`config.mk`:
```
export PLATFORM = sky130hd
export DESIGN_NAME = janela_3x3
export DESIGN_NICKNAME = d
export VERILOG_FILES = /design/src/rtl/janela_pkg.sv /design/src/rtl/linha_atraso.sv /design/src/rtl/janela_3x3.sv
export SDC_FILE = /design/constraint.sdc
export NUM_CORES = 1
export LEC_CHECK = 0
export ABC_AREA = 1
export CORE_UTILIZATION = 53
export CTS_BUF_LIST = sky130_fd_sc_hd__clkbuf_16
export DETAILED_ROUTE_END_ITERATION = 10
export DONT_BUFFER_PORTS = 1
export HOLD_SLACK_MARGIN = 0.08
export PLACE_DENSITY = 0.78
export SYNTH_ARGS = -nofsm -noshare
export SYNTH_HDL_FRONTEND = slang
export SYNTH_SLANG_ARGS = --single-unit
```
`constraint.sdc`:
```
create_clock -name clk -period 9.75 [get_ports clk]
set_clock_uncertainty 0.05 [all_clocks]
set_input_delay 2.4375 -clock clk [delete_from_list [all_inputs] [get_ports clk]]
set_output_delay 2.4375 -clock clk [all_outputs]
set_load 0.005 [all_outputs]
```
`src/rtl/janela_pkg.sv`:
```
// janela_pkg: shared constants and types for the 3x3 window generator
package janela_pkg;
  localparam int PIX_W_DEF = 9;
  localparam int WIN_N = 9;
  typedef logic [PIX_W_DEF-1:0] pixel_t;
  typedef pixel_t [0:WIN_N-1] janela_t;
endpackage

```
`src/rtl/linha_atraso.sv`:
```
// linha_atraso: IMG_W-deep, PIX_W-wide delay line advancing only when enabled
module linha_atraso
  import janela_pkg::*;
#(
  parameter int IMG_W = 16,
  parameter int PIX_W = PIX_W_DEF
) (
  input  logic             clk,
  input  logic             en_i,
  input  logic [PIX_W-1:0] d_i,
  output logic [PIX_W-1:0] q_o
);
  logic [PIX_W-1:0] mem_q [IMG_W];
  // shift one slot per accepted pixel; contents need no reset since validity is gated by the counters
  always_ff @(posedge clk) begin
    if (en_i) begin
      mem_q[0] <= d_i;
      for (int i = 1; i < IMG_W; i++) mem_q[i] <= mem_q[i-1];
    end
  end
  assign q_o = mem_q[IMG_W-1];
endmodule

```
`src/rtl/janela_3x3.sv`:
```
// janela_3x3: streaming 3x3 window generator; optional end-of-frame flag via JANELA_FIM_QUADRO_EN
module janela_3x3
  import janela_pkg::*;
#(
  parameter int PIX_W = PIX_W_DEF,
  parameter int IMG_W = 16,
  parameter int IMG_H = 16
) (
  input  logic             clk,
  input  logic             rst_n,
  input  logic             pix_valid,
  input  logic [PIX_W-1:0] pix_in,
  output logic             win_valid,
  output logic [PIX_W-1:0] n1,
  output logic [PIX_W-1:0] n2,
  output logic [PIX_W-1:0] n3,
  output logic [PIX_W-1:0] n4,
  output logic [PIX_W-1:0] n5,
  output logic [PIX_W-1:0] n6,
  output logic [PIX_W-1:0] n7,
  output logic [PIX_W-1:0] n8,
  output logic [PIX_W-1:0] n9
`ifdef JANELA_FIM_QUADRO_EN
  ,
  output logic             fim_quadro
`endif
);
  localparam int CW = $clog2(IMG_W);
  localparam int RW = $clog2(IMG_H);
  logic [CW-1:0] col_q, col_d;
  logic [RW-1:0] row_q, row_d;
  logic [PIX_W-1:0] win_q [WIN_N];
  logic [PIX_W-1:0] win_d [WIN_N];
  logic [PIX_W-1:0] line_a, line_b;
  logic last_col, last_row, win_valid_q, win_valid_d, en;
  assign en = pix_valid && rst_n;
  assign last_col = col_q == CW'(IMG_W - 1);
  assign last_row = row_q == RW'(IMG_H - 1);
  linha_atraso #(.IMG_W(IMG_W), .PIX_W(PIX_W)) u_linha_a (
    .clk(clk), .en_i(en), .d_i(pix_in), .q_o(line_a)
  );
  linha_atraso #(.IMG_W(IMG_W), .PIX_W(PIX_W)) u_linha_b (
    .clk(clk), .en_i(en), .d_i(line_a), .q_o(line_b)
  );
  // next counter position, left-shifted window with the new right column, and validity of this pixel's window
  always_comb begin
    col_d = last_col ? '0 : col_q + 1'b1;
    row_d = last_col ? (last_row ? '0 : row_q + 1'b1) : row_q;
    for (int r = 0; r < 3; r++) begin
      win_d[3*r]   = win_q[3*r+1];
      win_d[3*r+1] = win_q[3*r+2];
    end
    win_d[2] = line_b;
    win_d[5] = line_a;
    win_d[8] = pix_in;
    win_valid_d = pix_valid && row_q >= RW'(2) && col_q >= CW'(2);
  end
  // state advances only on accepted pixels; the valid pulse is re-evaluated every cycle
  always_ff @(posedge clk) begin
    if (!rst_n) begin
      col_q <= '0;
      row_q <= '0;
      win_q <= '{default: '0};
      win_valid_q <= 1'b0;
    end else begin
      win_valid_q <= win_valid_d;
      if (pix_valid) begin
        col_q <= col_d;
        row_q <= row_d;
        win_q <= win_d;
      end
    end
  end
`ifdef JANELA_FIM_QUADRO_EN
  logic fim_q;
  // flags the window of the last pixel of the frame
  always_ff @(posedge clk) begin
    if (!rst_n) fim_q <= 1'b0;
    else fim_q <= pix_valid && last_col && last_row;
  end
  assign fim_quadro = fim_q;
`endif
  assign win_valid = win_valid_q;
  assign n1 = win_q[0];
  assign n2 = win_q[1];
  assign n3 = win_q[2];
  assign n4 = win_q[3];
  assign n5 = win_q[4];
  assign n6 = win_q[5];
  assign n7 = win_q[6];
  assign n8 = win_q[7];
  assign n9 = win_q[8];
endmodule

```
==> impl_metrics.ini, run 1 <==
[critical_path]
start_kind = primary input
arrival_ps = 4170
crit_fanout = 134
required_ps = 9830
endpoint_kind = flop
critPathKind = in -> reg

[placement]
place_area_um2 = 12200
dpl.hpwl_mm = 8.98
gp_congestion = 0.722
portBuffers = 0

[power]
power_frac_comb_pct = 1.9
p_leak_nw = 4.63
internal_power_w = 0.00253
powerDensity_nw_per_um2 = 238
p_sw_share_pct = 19.5
p_switching_w = 0.000614
peakVddDrop_v = 0.000177
pwr-share-clk_pct = 39.5
power_frac_seq_pct = 58.6

[routing]
vias = 5363
firstDrtPassIters = 7
drt_wl_total_mm = 17.2
ant_nets = 0
detail_route.wl_per_cell_um = 16.7
drc = 11
viasPerCell = 5.20
drt_iter0_drc = 539

[yosys]
synth_nets = 730
synth_top_area_share_pct = 72.3
synth_edf_count = 288
synth_top_area_cell = edfxtp_1
ys_seq_elements = 378
yosys-top-cells-count = edfxtp_1 (288), nor2_1 (173), dfxtp_1 (90), o21ai_0 (82), nand2_1 (22)
synth_warnings = 0
yosys_most_used_dff = edfxtp_1
yosysSeqAreaShare_pct = 87.4
yosys-top-cells-area = edfxtp_1 (72%), dfxtp_1 (15%), nor2_1 (5.4%)
syn_area_per_cell_um2 = 16.8
async_flop_share_pct = 0
synth.most_common_cell = edfxtp_1
synthCells = 714
ys_types = 21
syn-cell-area_um2 = 12000

[clock_network]
cts_setup_buffers = 0
ctsResizeCount = 0
path_clk_slew_ps = 60
cts_sinks = 378
clk_latency_ps = 510
root_buffer = clkbuf_16
clock_path_buffers = 3
tritoncts = yes
cts_buffers = 34
cts_hold_buf = 0
cts_htree_levels = 2

[grt]
antenna_found_initial = 0
grt-ovfl-total = 0
grt_use_total_pct = 15.1
grt_pass1_vias = 5112
grt_pass1_wl_mm = 26.9
grt_max_degree = 135

[die]
die_h_um = 152
fp-row-count = 54
ios = 94
start_util_pct = 54.5
die_w_um = 152
die-area_um2 = 23200
core-area_um2 = 22000

[timing]
finalCriticalPeriod_ps = 4090
hold_viol = 0
fin_tns_setup_ps = 0
slew_headroom_pct = 35.8
setup-violations-final = 0
max_freq_mhz = 245
rsz0062_at_grt = no
worst-slew-pin-transition_ps = 963
hold_ws_ps = 357
min_period_over_period_pct = 41.9
maxSlewViolCount = 0

[finish]
num_antenna_cells = 0
stdcell_area_um2 = 13200
drive_gt1_share_pct = 6.92
nets = 742
syn_to_final_growth_pct = 10.4

[job]
maxCapViolCount = 0

[outcome]
outcome = finished with violations
violations = design-rule violations

[hold_path]
hold_class = reg -> reg
critical path, stage by stage:
cell     delay, ps
nand2_1        130
inv_8          590
buf_4          840
cells in the final DEF, fill, tap and decap left out, drive strengths merged:
cell and instances:
edfxtp 288, nor2 174, dfxtp 90, o21ai 82
clkbuf 37, inv 26, nand2 23, clkinv 10
a21oi 5, ha 4, nor3 3, nand3 3
buf 3, nand4 1, o21bai 1, bufinv 1
cells by family after synthesis:
kind of cell | Yosys count | synth area share (%)
DFF | 378 | 87.4
AOI/OAI and AO/OA | 88 | 3.70
adders and majority gates | 4 | 0.418
and+or+nand+nor | 204 | 6.61
buffers and inverters | 40 | 1.90
power groups by stage:
| stage | clock network [W] | registers, W | logic (W) |
|---|---|---|---|
| after floorplan | 0 | 0.00187 | 0.0000597 |
| after global placement | 0 | 0.00187 | 0.0000580 |
| after detailed placement | 0 | 0.00187 | 0.0000617 |
| after CTS | 0.00128 | 0.00184 | 0.0000623 |
| after global routing | 0.00134 | 0.00185 | 0.0000705 |
| final | 0.00124 | 0.00184 | 0.0000611 |
state kept, by name (all words and copies together), names as in the netlist:
name,cells
win_valid,1
n8,9
n2,9
u_linha_b.mem_q,144
u_linha_a.mem_q,144
n7,9
n6,9
n5,9
col_q,4
n4,9
row_q,4
n3,9
n1,9
n9,9
through the flow:
stage / setup WS (ps) / utilization (%) / instances / power, W
2_1_floorplan: 826 / - / 714 / 0.00193
3_3_place_gp: 5200 / 55.4 / 970 / 0.00193
3_5_place_dp: 5150 / 55.4 / 970 / 0.00194
4_1_cts: 5700 / 60.2 / 1031 / 0.00318
5_1_grt: 5550 / 60.2 / 1031 / 0.00325
6_report: 5660 / 60.2 / 1031 / 0.00314
layout make-up:
class,count,area (um^2)
sequential,378,10500
timing repair buffer,3,22.5
inverter,13,56.3
multi-input combinational,296,1280
clock buffer,37,926
fill,1532,8750
clock inverter,24,123
tap,280,350
worst paths after layout:
check / from / end / slack, ps / depth (start not counted)
min reg2reg: u_linha_a.mem_q[1][27] / u_linha_a.mem_q[1][36] / 360 / 0
max reg2reg: col_q[1] / row_q[3] / 8340 / 6
max: pix_valid / u_linha_b.mem_q[14][4] / 5660 / 3
min: u_linha_a.mem_q[1][27] / u_linha_a.mem_q[1][36] / 360 / 0
metal layers:
metal  routed length, um  up-vias  GRT usage, %
li1                    -     2551             -
met1                7740     2621          20.6
met2                7730      159          22.5
met3                1270       32          4.35
met4                 483        0          7.48
met5                   0        -             0
Note: power is estimated with default switching activity, not from simulation.
==> run 2, diff against run 1 <==
--- a/config.mk
+++ b/config.mk
@@ -11,7 +11,7 @@
 export DETAILED_ROUTE_END_ITERATION = 10
 export DONT_BUFFER_PORTS = 1
 export HOLD_SLACK_MARGIN = 0.08
-export PLACE_DENSITY = 0.78
+export PLACE_DENSITY = 0.81
 export SYNTH_ARGS = -nofsm -noshare
 export SYNTH_HDL_FRONTEND = slang
 export SYNTH_SLANG_ARGS = --single-unit
==> constraint.sdc (replaced) <==
create_clock -name clk -period 3.3 [get_ports clk]
set_clock_uncertainty 0.05 [all_clocks]
set_input_delay 0.825 -clock clk [delete_from_list [all_inputs] [get_ports clk]]
set_output_delay 0.825 -clock clk [all_outputs]
set_load 0.005 [all_outputs]
==> run 2 against run 1 <==
The flow still finishes with violations (design-rule violations); critical path depth increased by 2; setup slack got worse by 4300 ps; critical endpoint is now win_valid; via count increased by 1.5%; cell count increased by 0.87%; wire length increased by 2.8%; register-to-register slack got worse by 6500 ps; final area increased by 2.1%; global-route usage increased by 0.53 points; clock-buffer cell count increased by 2; first-iteration DRC count decreased by 1.3%; combinational power increased to 3.4 times the previous value.
==> impl_metrics.ini, run 2 (synthesis gave the netlist of run 1 again) <==
[outcome]
outcome = finished with violations
violations = design-rule violations

[hold_path]
hold_start = u_linha_b.mem_q[5][6]
hold_class = reg -> reg

[finish]
num_antenna_cells = 0
nets = 750
final_common_cell = edfxtp_1
seq_area_um2 = 10500
drive_gt1_share_pct = 8.82
final_cell_mix = edfxtp_1 (288), nor2_1 (173), dfxtp_1 (90)
post-route-util_pct = 61.5
fillerInstances = 1478
syn_to_final_growth_pct = 12.8
reg.largest.list = u_linha_a.mem_q x144, u_linha_b.mem_q x144
multi_input_area_um2 = 1290

[clock_network]
root_buffer = clkbuf_16
ctsResizeCount = 0
cts_buffers = 35
cts_hold_buf = 0
cts_setup_buffers = 0
clock_path_buffers = 3
path_clk_slew_ps = 60
cts_sinks = 378
tritoncts = yes
cts_htree_levels = 2
clk_latency_ps = 500

[timing]
maxSlewViolCount = 0
setup-violations-final = 0
rsz0062_at_grt = no
finalCriticalPeriod_ps = 1970
hold_viol = 0
max_freq_mhz = 509
worst-slew-pin-transition_ps = 901
fin_ws_ps = 1330
hold_ws_ps = 362
slew_headroom_pct = 39.8
min_period_over_period_pct = 59.6

[die]
die_h_um = 152
die_w_um = 152
ios = 94
start_util_pct = 54.5
core-area_um2 = 22000
fp-row-count = 54
die-area_um2 = 23200

[critical_path]
path_cells = nand2_4 > clkinvlp_4 > buf_12 > nand2_1 > a21oi_1
endpoint_kind = flop
start_kind = primary input
required_ps = 3630
arrival_ps = 2290
cp_slowest_cell = clkinvlp_4
startpoint = pix_valid
crit_fanout = 89
crit_path_max_incr_delay_ps = 700
critPathKind = in -> reg
timing.rr.start = col_q[1]

[routing]
drt_iter0_drc = 532
detail_route.wl_per_cell_um = 17.0
viasPerCell = 5.23
drt_wl_total_mm = 17.7
vias = 5441
ant_nets = 0
firstDrtPassIters = 8
drc = 11

[power]
internal_power_w = 0.00776
pwr-share-clk_pct = 41.4
p_leak_nw = 4.73
power_w = 0.00962
p_switching_w = 0.00187
powerDensity_nw_per_um2 = 713
peakVddDrop_v = 0.000549
power_frac_comb_pct = 2.1
p_sw_share_pct = 19.4
power_frac_seq_pct = 56.5

[grt]
grt_use_total_pct = 15.7
antenna_found_initial = 0
grt_pass1_wl_mm = 28.8
grt_max_degree = 90
grt_pass1_vias = 5429
grt-ovfl-total = 0

[job]
maxCapViolCount = 0

[placement]
dp_slack_ps = 886
portBuffers = 0
gp_congestion = 0.736
dpl.hpwl_mm = 9.27
-- run 2: cell count changes in the layout (fill, tap and decap cells not counted), sizes merged --
cell	change
buf	+7
bufinv	+2
clkinv	+2
clkinvlp	+2
inv	-6
clkbuf	+2
-- run 2: worst paths after layout --
kind,end,slack (ps),depth (start not counted)
worst min register to register,u_linha_b.mem_q[6][6],360,0
worst max-delay path,win_valid,1330,5
worst min-delay path,u_linha_b.mem_q[6][6],360,0
worst max register to register,row_q[0],1850,6
-- run 2: layer usage --
layer  wire, um  share of wire, %  global-route usage (%)
met1       7470                42                    20.5
met2       8480                48                    25.1
met3       1380               7.8                    4.61
met5          0                 0                       0
met4        361               2.0                    5.39
-- run 2: area by class of cell --
class | instances | share of cell area (%)
timing repair buffer | 10 | 1.39
clock buffer | 39 | 7.23
tap | 280 | 2.60
inverter | 13 | 0.389
clock inverter | 24 | 1.38
multi-input combinational | 296 | 9.57
sequential | 378 | 77.4
-- run 2: worst max-delay path: cells and delay by family --
family | cells | cell delay (ps)
AO/OA/AOI/OAI | 1 | 50
buffers and inverters | 2 | 1180
AND/OR/NAND/NOR | 2 | 180
-- run 2: metrics by stage --
| step | instance area (um^2) | setup TNS, ps | std cells |
|---|---|---|---|
| 6_report | 13500 | 0 | 1040 |
| 5_1_grt | 13500 | 0 | 1040 |
| 4_1_cts | 13500 | 0 | 1040 |
| 3_5_place_dp | 12300 | 0 | 977 |
| 3_3_place_gp | 12300 | 0 | 977 |
| 2_1_floorplan | 12000 | -743680 | 714 |
-- run 2: power by group through the flow --
stage               logic [W]  registers (W)  clock network, W
detailed placement   0.000207        0.00553                 0
global placement     0.000194        0.00553                 0
CTS                  0.000211        0.00544           0.00409
finish               0.000206        0.00544           0.00398
global route         0.000237        0.00546           0.00427
floorplan            0.000178        0.00552                 0
